`src/rtl/serial_rca_adder_pkg.sv`:
```
// Shared definitions for the digit-serial ripple-carry adder: FSM encoding and
// counter sizing.
package serial_rca_adder_pkg;

  typedef enum logic [1:0] {
    ST_IDLE = 2'd0,
    ST_RUN  = 2'd1,
    ST_DONE = 2'd2
  } state_t;

  // Digit counter width; a single-digit build still needs one bit.
  function automatic int unsigned cnt_width(input int unsigned ndig);
    return (ndig <= 1) ? 1 : $clog2(ndig);
  endfunction

endpackage

```
`src/rtl/serial_rca_adder_digit_adder.sv`:
```
// Combinational W-bit ripple adder for one digit, plus its full-adder cell.
module fa_cell (
  input  logic a,
  input  logic b,
  input  logic ci,
  output logic s,
  output logic co
);
  assign s  = a ^ b ^ ci;
  assign co = (a & b) | (ci & (a ^ b));
endmodule

module digit_adder #(
  parameter int unsigned W = 4
) (
  input  logic [W-1:0] x,
  input  logic [W-1:0] y,
  input  logic         ci,
  output logic [W-1:0] sum,
  output logic         co
);
  logic [W:0] c;

  assign c[0] = ci;
  assign co   = c[W];

  for (genvar i = 0; i < W; i++) begin : g_fa
    fa_cell u_fa (
      .a  (x[i]),
      .b  (y[i]),
      .ci (c[i]),
      .s  (sum[i]),
      .co (c[i+1])
    );
  end
endmodule

```
`src/rtl/serial_rca_adder.sv`:
```
// Digit-serial add/subtract: DIGIT bits per clock with a registered carry,
// operands and result exchanged over valid/ready handshakes.
module serial_rca_adder
  import serial_rca_adder_pkg::*;
#(
  parameter int unsigned A_WIDTH = 16,
  parameter int unsigned B_WIDTH = 20,
  parameter int unsigned DIGIT   = 4
) (
  input  logic               clk,
  input  logic               rst,
  input  logic               in_valid,
  output logic               in_ready,
  input  logic [A_WIDTH-1:0] a,
  input  logic [B_WIDTH-1:0] b,
  input  logic               cin,
  input  logic               sub,
  output logic               out_valid,
  input  logic               out_ready,
  output logic [B_WIDTH-1:0] s,
  output logic               cout
);

  localparam int unsigned NDIG = B_WIDTH / DIGIT;
  localparam int unsigned CW   = cnt_width(NDIG);
  localparam logic [CW-1:0] LAST = CW'(NDIG - 1);

  state_t state, state_nxt;

  logic [B_WIDTH-1:0] op_a;
  logic [B_WIDTH-1:0] op_b;
  logic               carry;
  logic [CW-1:0]      cnt;

  logic [31:0]        shamt;
  logic [B_WIDTH-1:0] a_sh;
  logic [B_WIDTH-1:0] b_sh;
  logic [B_WIDTH-1:0] dmask;
  logic [B_WIDTH-1:0] s_nxt;
  logic [DIGIT-1:0]   dx;
  logic [DIGIT-1:0]   dy;
  logic [DIGIT-1:0]   dsum;
  logic               dco;
  logic               last;

  // State register
  always_ff @(posedge clk) begin
    if (rst) state <= ST_IDLE;
    else     state <= state_nxt;
  end

  // Next-state logic
  always_comb begin
    state_nxt = state;
    case (state)
      ST_IDLE: if (in_valid)  state_nxt = ST_RUN;
      ST_RUN:  if (last)      state_nxt = ST_DONE;
      ST_DONE: if (out_ready) state_nxt = ST_IDLE;
      default:                state_nxt = ST_IDLE;
    endcase
  end

  // Select the current digit of each operand and merge the new sum digit into s
  always_comb begin
    shamt = 32'(cnt) * DIGIT;
    a_sh  = op_a >> shamt;
    b_sh  = op_b >> shamt;
    dx    = a_sh[DIGIT-1:0];
    dy    = b_sh[DIGIT-1:0];
    dmask = B_WIDTH'({DIGIT{1'b1}}) << shamt;
    s_nxt = (s & ~dmask) | (B_WIDTH'(dsum) << shamt);
    last  = (cnt == LAST);
  end

  digit_adder #(.W(DIGIT)) u_digit (
    .x   (dx),
    .y   (dy),
    .ci  (carry),
    .sum (dsum),
    .co  (dco)
  );

  // Operand, result, counter and handshake registers
  always_ff @(posedge clk) begin
    if (rst) begin
      in_ready  <= 1'b1;
      out_valid <= 1'b0;
      s         <= '0;
      cout      <= 1'b0;
      cnt       <= '0;
      carry     <= 1'b0;
      op_a      <= '0;
      op_b      <= '0;
    end else begin
      in_ready  <= (state_nxt == ST_IDLE);
      out_valid <= (state_nxt == ST_DONE);
      case (state)
        ST_IDLE: begin
          if (in_valid) begin
            // Subtraction is b + ~zext(a) + ~cin; upper bits of ~zext(a) are 1s
            op_a  <= sub ? ~B_WIDTH'(a) : B_WIDTH'(a);
            op_b  <= b;
            carry <= cin ^ sub;
            cnt   <= '0;
          end
        end
        ST_RUN: begin
          s     <= s_nxt;
          carry <= dco;
          if (last) begin
            cout <= dco;
            cnt  <= '0;
          end else begin
            cnt <= cnt + CW'(1);
          end
        end
        default: ;
      endcase
    end
  end

endmodule

```
`config.mk`:
```
export PLATFORM = sky130hd
export DESIGN_NAME = serial_rca_adder
export DESIGN_NICKNAME = d
export VERILOG_FILES = /design/src/rtl/serial_rca_adder_pkg.sv /design/src/rtl/serial_rca_adder_digit_adder.sv /design/src/rtl/serial_rca_adder.sv
export SDC_FILE = /design/constraint.sdc
export NUM_CORES = 1
export LEC_CHECK = 0
export CAP_MARGIN = 20
export CORE_AREA = 8 8 90 92
export CTS_BUF_LIST = sky130_fd_sc_hd__clkbuf_4
export DETAILED_ROUTE_END_ITERATION = 8
export DIE_AREA = 0 0 98 100
export GPL_TIMING_DRIVEN = 1
export PLACE_DENSITY_LB_ADDON = 0.25
export SLEW_MARGIN = 5
export SYNTH_ARGS = -nofsm -noshare
export SYNTH_HDL_FRONTEND = slang
export SYNTH_SLANG_ARGS = --single-unit
```
`constraint.sdc`:
```
create_clock -name clk -period 2.9 [get_ports clk]
set_clock_uncertainty 0.2 [all_clocks]
set_input_delay 0.58 -clock clk [delete_from_list [all_inputs] [get_ports clk]]
set_output_delay 0.58 -clock clk [all_outputs]
set_load 0.02 [all_outputs]
```
Word-level counts from Yosys, hierarchy flattened. Cells that the tools add are included.

Register bits after elaboration: 69. Input port bits: 42. Word-level logic and storage cells: 60.

Add/subtract/negate cells: 1. Eq/ne operators: 5. Shifts and indexed selects: 4. Muxes and demuxes: 10. Bitwise operators: 25. Reductions and logical operators: 6.

Operators by type and width (count): $shr 20x5->4 (2); $and 20x20->20 (1); $mux 20 (1); $not 16->20 (1); $not 20->20 (1); $or 20x20->20 (1); $shl 4x5->20 (1); $shl 4x5->20 const A (1); $xor 1x1->1 (9); $and 1x1->1 (8); $mux 2 (3); $mux 3 (2); $pmux 2 s3 (1); $pmux 3 s2 (1); $reduce_and 2->1 (3); $eq 2x2->1 const B (2); $logic_not 2->1 (2); $or 1x1->1 (4); $add 3x1->3 const B (1); $eq 3x3->1 const B (1); $eq 2x1->1 const B (1); $ne 2x2->1 const B (1); $pmux 1 s2 (1); $reduce_bool 2->1 (1); $mux 1 (1).

Longest topological paths before layout.
Depth in word-level cells: 11. Depth in mapped cells: 13. Mapped depth without buffers: 11.

By module. From an unflattened synthesis, not the netlist that was laid out.

Cells, all modules: 311. Area, all modules: 3066.7 µm².

Modules (own cells, without submodules): serial_rca_adder (times used 1, cells each 307, area an instance 2986.6 µm²); fa_cell (times used 4, cells each 1, area an instance 20.0 µm²).

Worst setup path after synthesis. OpenSTA, ideal clock, no wires.

Path kind: register to register. From: register cnt[1]. To: register s[19]. Library setup time: 0.128 ns. Arrival time: 2.743 ns. Required time: 2.572 ns. Slack: -0.171 ns. Cell stages (with the launch flop): 12. Period minus slack after synthesis: 3.071 ns. Cell sequence: dfxtp_1 buf_2 mux2_2 a32oi_1 a21boi_0 fa_1 fa_1 inv_1 fa_1 fa_1 a32oi_1 nor2_1.

Word-level cells in the longest chain between the ends: 11. Elaborated cells between the ends (all ways): 21.

RTL lines: start, declared (line serial_rca_adder.sv:33) `logic [CW-1:0] cnt;`; start signal, assigned (line serial_rca_adder.sv:114) `cnt <= cnt + CW'(1);`; $shr 20x5->4 (on tied branches) (line serial_rca_adder.sv:66, serial_rca_adder.sv:67); $xor 1x1->1 (line serial_rca_adder_digit_adder.sv:10) `assign co = (a & b) | (ci & (a ^ b));`; $and 1x1->1 (line serial_rca_adder_digit_adder.sv:10); $or 1x1->1 (line serial_rca_adder_digit_adder.sv:10); $and 1x1->1 (line serial_rca_adder_digit_adder.sv:10); $or 1x1->1 (line serial_rca_adder_digit_adder.sv:10); $and 1x1->1 (line serial_rca_adder_digit_adder.sv:10); $or 1x1->1 (line serial_rca_adder_digit_adder.sv:10); $xor 1x1->1 (line serial_rca_adder_digit_adder.sv:9) `assign s = a ^ b ^ ci;`; $shl 4x5->20 (line serial_rca_adder.sv:71) `s_nxt = (s & ~dmask) | (B_WIDTH'(dsum) << shamt);`; $or 20x20->20 (*) (line serial_rca_adder.sv:71); end signal, assigned (line serial_rca_adder.sv:108) `s <= s_nxt;`; end, declared (line serial_rca_adder.sv:20) `output logic [B_WIDTH-1:0] s,`.

Mark *: on every way between the ends. The rest lies on a longest branch, timed or not. A chain may end at the register's enable or synchronous reset.

Worst setup path in the final report.
From: register cnt[1]. To: register s[3].

Same word-level chain as after synthesis.

==> results.sh <==
export IMPL_die_w_um=98
export IMPL_yosysSeqAreaShare=0.4249
export IMPL_cp_max_fo=5
export IMPL_ys_top_cells_by_count="dfxtp_1, nor2_1, mux2i_1"
export IMPL_netlist_area_um2=3109
export IMPL_crit_required_ns=3.04
export IMPL_grtUsageTotal=0.1522
export IMPL_synth_cell_types=40
export IMPL_routed_wl_mm=7.153
export IMPL_die_area_um2=9800
export IMPL_dp_hpwl_mm=5.409
export IMPL_antennaDiodeCount=0
export IMPL_syn_nets=353
export IMPL_critPathTopFamily="adder cells"
export IMPL_drv_cap=0
export IMPL_status="complete, but fails checks"
export IMPL_rsz0062_at_grt="yes"
export IMPL_drt_iter0_markers=71
export IMPL_fill_cells=570
export IMPL_syn_to_final_growth_pct=32.19
export IMPL_finalWorstPathRequiredPeriod_ns=2.939
export IMPL_htree_levels=3
export IMPL_yosysMostFrequentCell="dfxtp_1"
export IMPL_initial_core_util=0.4680
export IMPL_setup_tns_ns=-0.07704
export IMPL_ys_seq_elements=66
export IMPL_path_common_cell="fa_2"
export IMPL_synth_top_cell_area_share=0.4249
export IMPL_drive_above_1_share=0.2079
export IMPL_io_pin_count=65
export IMPL_finalHoldViolations=0
export IMPL_cts_tree="built"
export IMPL_end_kind="register"
export IMPL_violations="negative setup slack"
export IMPL_synth_warnings=0
export IMPL_syn_avg_cell_area_um2=10.30
export IMPL_finalInstanceArea_um2=4110
export IMPL_arrival_ns=3.08
export IMPL_postPlaceCellArea_um2=3875
export IMPL_vias=2449
export IMPL_grt_antenna_before_repair=0
export IMPL_drc_errors=0
export IMPL_core_area_um2=6644
export IMPL_grt_overflow_total=0
export IMPL_die_y_um=100
export IMPL_routedWlPerCell_um=15.55
export IMPL_slew_viol_final=0
export IMPL_cellLeakagePower_uw=0.001546
export IMPL_critical_path_class="reg -> reg"
export IMPL_startpoint_type="register"
export IMPL_ir_drop_mv=0.3543
export IMPL_clk_insertion_delay_late_ns=0.40
export IMPL_slowest_delay_ns=0.59
export IMPL_cp_slowest_cell="fa_2"
export IMPL_numCtsBuffers=9
export IMPL_fp_row_count=30
export IMPL_root_buffer="clkbuf_4"
export IMPL_synth_edf_count=0
export IMPL_detail_route_antenna_nets=0
export IMPL_ys_flop_type="dfxtp_1"
export IMPL_setup_viol_count_final=2
export IMPL_timing_final_ws_setup_ns=-0.03946
export IMPL_worstHoldPathType="reg -> reg"
export IMPL_gp_congestion=0.8533
export IMPL_period_share=1.014
export IMPL_numPortBuffers=64
export IMPL_yosys_area_top_type="dfxtp_1"
export IMPL_min_path_cells=1
export IMPL_final_util=0.6186
export IMPL_slew_headroom=0.6380
export IMPL_async_flop_share=0
export IMPL_tightest_slew_ns=0.5409
export IMPL_cts_sinks=66
export IMPL_crit_buf_inv=1
export IMPL_clk_path_buf_depth=2
export IMPL_syn_inst=302
export IMPL_drtPass1Iterations=4
export IMPL_worstPathCellList="mux2_4 -> a32oi_2 -> a21boi_2 -> fa_2 -> fa_2 -> inv_2 -> fa_2 -> fa_2 -> a32oi_1 -> nor2_1"
export IMPL_p_per_area_nw_per_um2=498.3
export IMPL_final_nets=426
export IMPL_via_per_inst=5.324
export IMPL_synthTopCellsByArea="dfxtp_1, mux2i_1, a211oi_2"
export IMPL_post_place_ws_ns=-0.1436
export IMPL_crit_cells=10
export IMPL_p_total_uw=2048
export IMPL_grt_pass1_wl_mm=12.13
export IMPL_r2r_cells=10
export IMPL_grt_max_degree=56
export IMPL_first_global_vias=2539
export IMPL_clock_fmax_mhz=340.2
export IMPL_path_clk_slew_ns=0.11
export IMPL_hold_buffers=0
-- flip-flops by register name, summed over array words and instances, names as in the netlist --
name       cells
carry          1
out_valid      1
s             20
cout           1
cnt            3
state          2
op_b          20
in_ready       1
op_a          17
-- path summary, 6_finish.rpt --
check                           startpoint    end  slack [ns]
worst max-delay path                cnt[1]   s[3]       -0.04
worst min register to register       s[13]  s[13]        0.27
worst min-delay path                 s[13]  s[13]        0.27
worst max register to register      cnt[1]   s[3]       -0.04
-- what timing repair did --
action | 4_1_cts | 5_1_grt
gates resized for setup | 10 | 11
endpoints found under the setup margin | 6 | 8
pin swaps | 4 | 2
setup buffers | 1 | 0
-- placed cells by master (no fill, tap or decap), types with 4 or more instances in the layout --
master           netlist  layout
mux2i_1               28      26
xnor2_1               17      17
a32oi_1                8       7
a21oi_1               10       9
ha_1                   5       5
nand3_1                5       5
fa_2                   0       4
nor2_1                52      51
clkbuf_4               0       9
inv_1                 12      10
buf_4                  4      16
o2bb2ai_1              8       8
clkdlybuf4s50_1        0      63
a22oi_1                6       6
a211oi_2              16      16
a22o_1                 4       4
dfxtp_1               66      63
mux2_2                 7       6
-- power by group --
group          total [uW]  internal [uW]  switching [uW]
Combinational         404            204             200
Sequential            992            956            36.0
Clock                 653            340             313
Total                2050           1500             548
-- metal layers --
metal / global-route usage / up-vias / part of all wire / routed length (um)
met5: 0 / - / 0 / 0
met2: 0.2603 / 61 / 0.49 / 3520
met3: 0.05813 / 7 / 0.051 / 365
met4: 0.04556 / 0 / 0.013 / 94
li1: - / 1219 / - / -
met1: 0.1719 / 1162 / 0.44 / 3173
-- area by class of cell --
cell class / count / area (um^2) / share of cell area
multi-input cells: 203 / 1683 / 0.4094
flip-flops and latches: 66 / 1333 / 0.3242
repair buffers: 83 / 798.3 / 0.1942
well taps: 80 / 100.1 / 0.02435
clock inverters: 7 / 83.83 / 0.02040
clock buffers: 9 / 67.56 / 0.01644
inverters: 12 / 45.04 / 0.01096
-- cells by family (layout without fill, tap and decap cells) --
group / Yosys count / after routing / synth area share
and+or+nand+nor: 76 / 76 / 0.1203
AOI/OAI and AO/OA: 66 / 66 / 0.1851
muxes: 35 / 35 / 0.1155
DFF: 66 / 66 / 0.4250
adders and majority gates: 9 / 9 / 0.04588
buffers and inverters: 33 / 111 / 0.06036
xor gates and xnor gates: 17 / 17 / 0.04789
-- stage by stage --
stage / hold WS [ns] / std cells
after global routing: 0.2904 / 460
after floorplan: 0.2544 / 302
final: 0.2732 / 460
after global placement: 0.2482 / 443
after CTS: 0.2772 / 460
after detailed placement: 0.2496 / 443
Power figures use the tool's default switching activity.
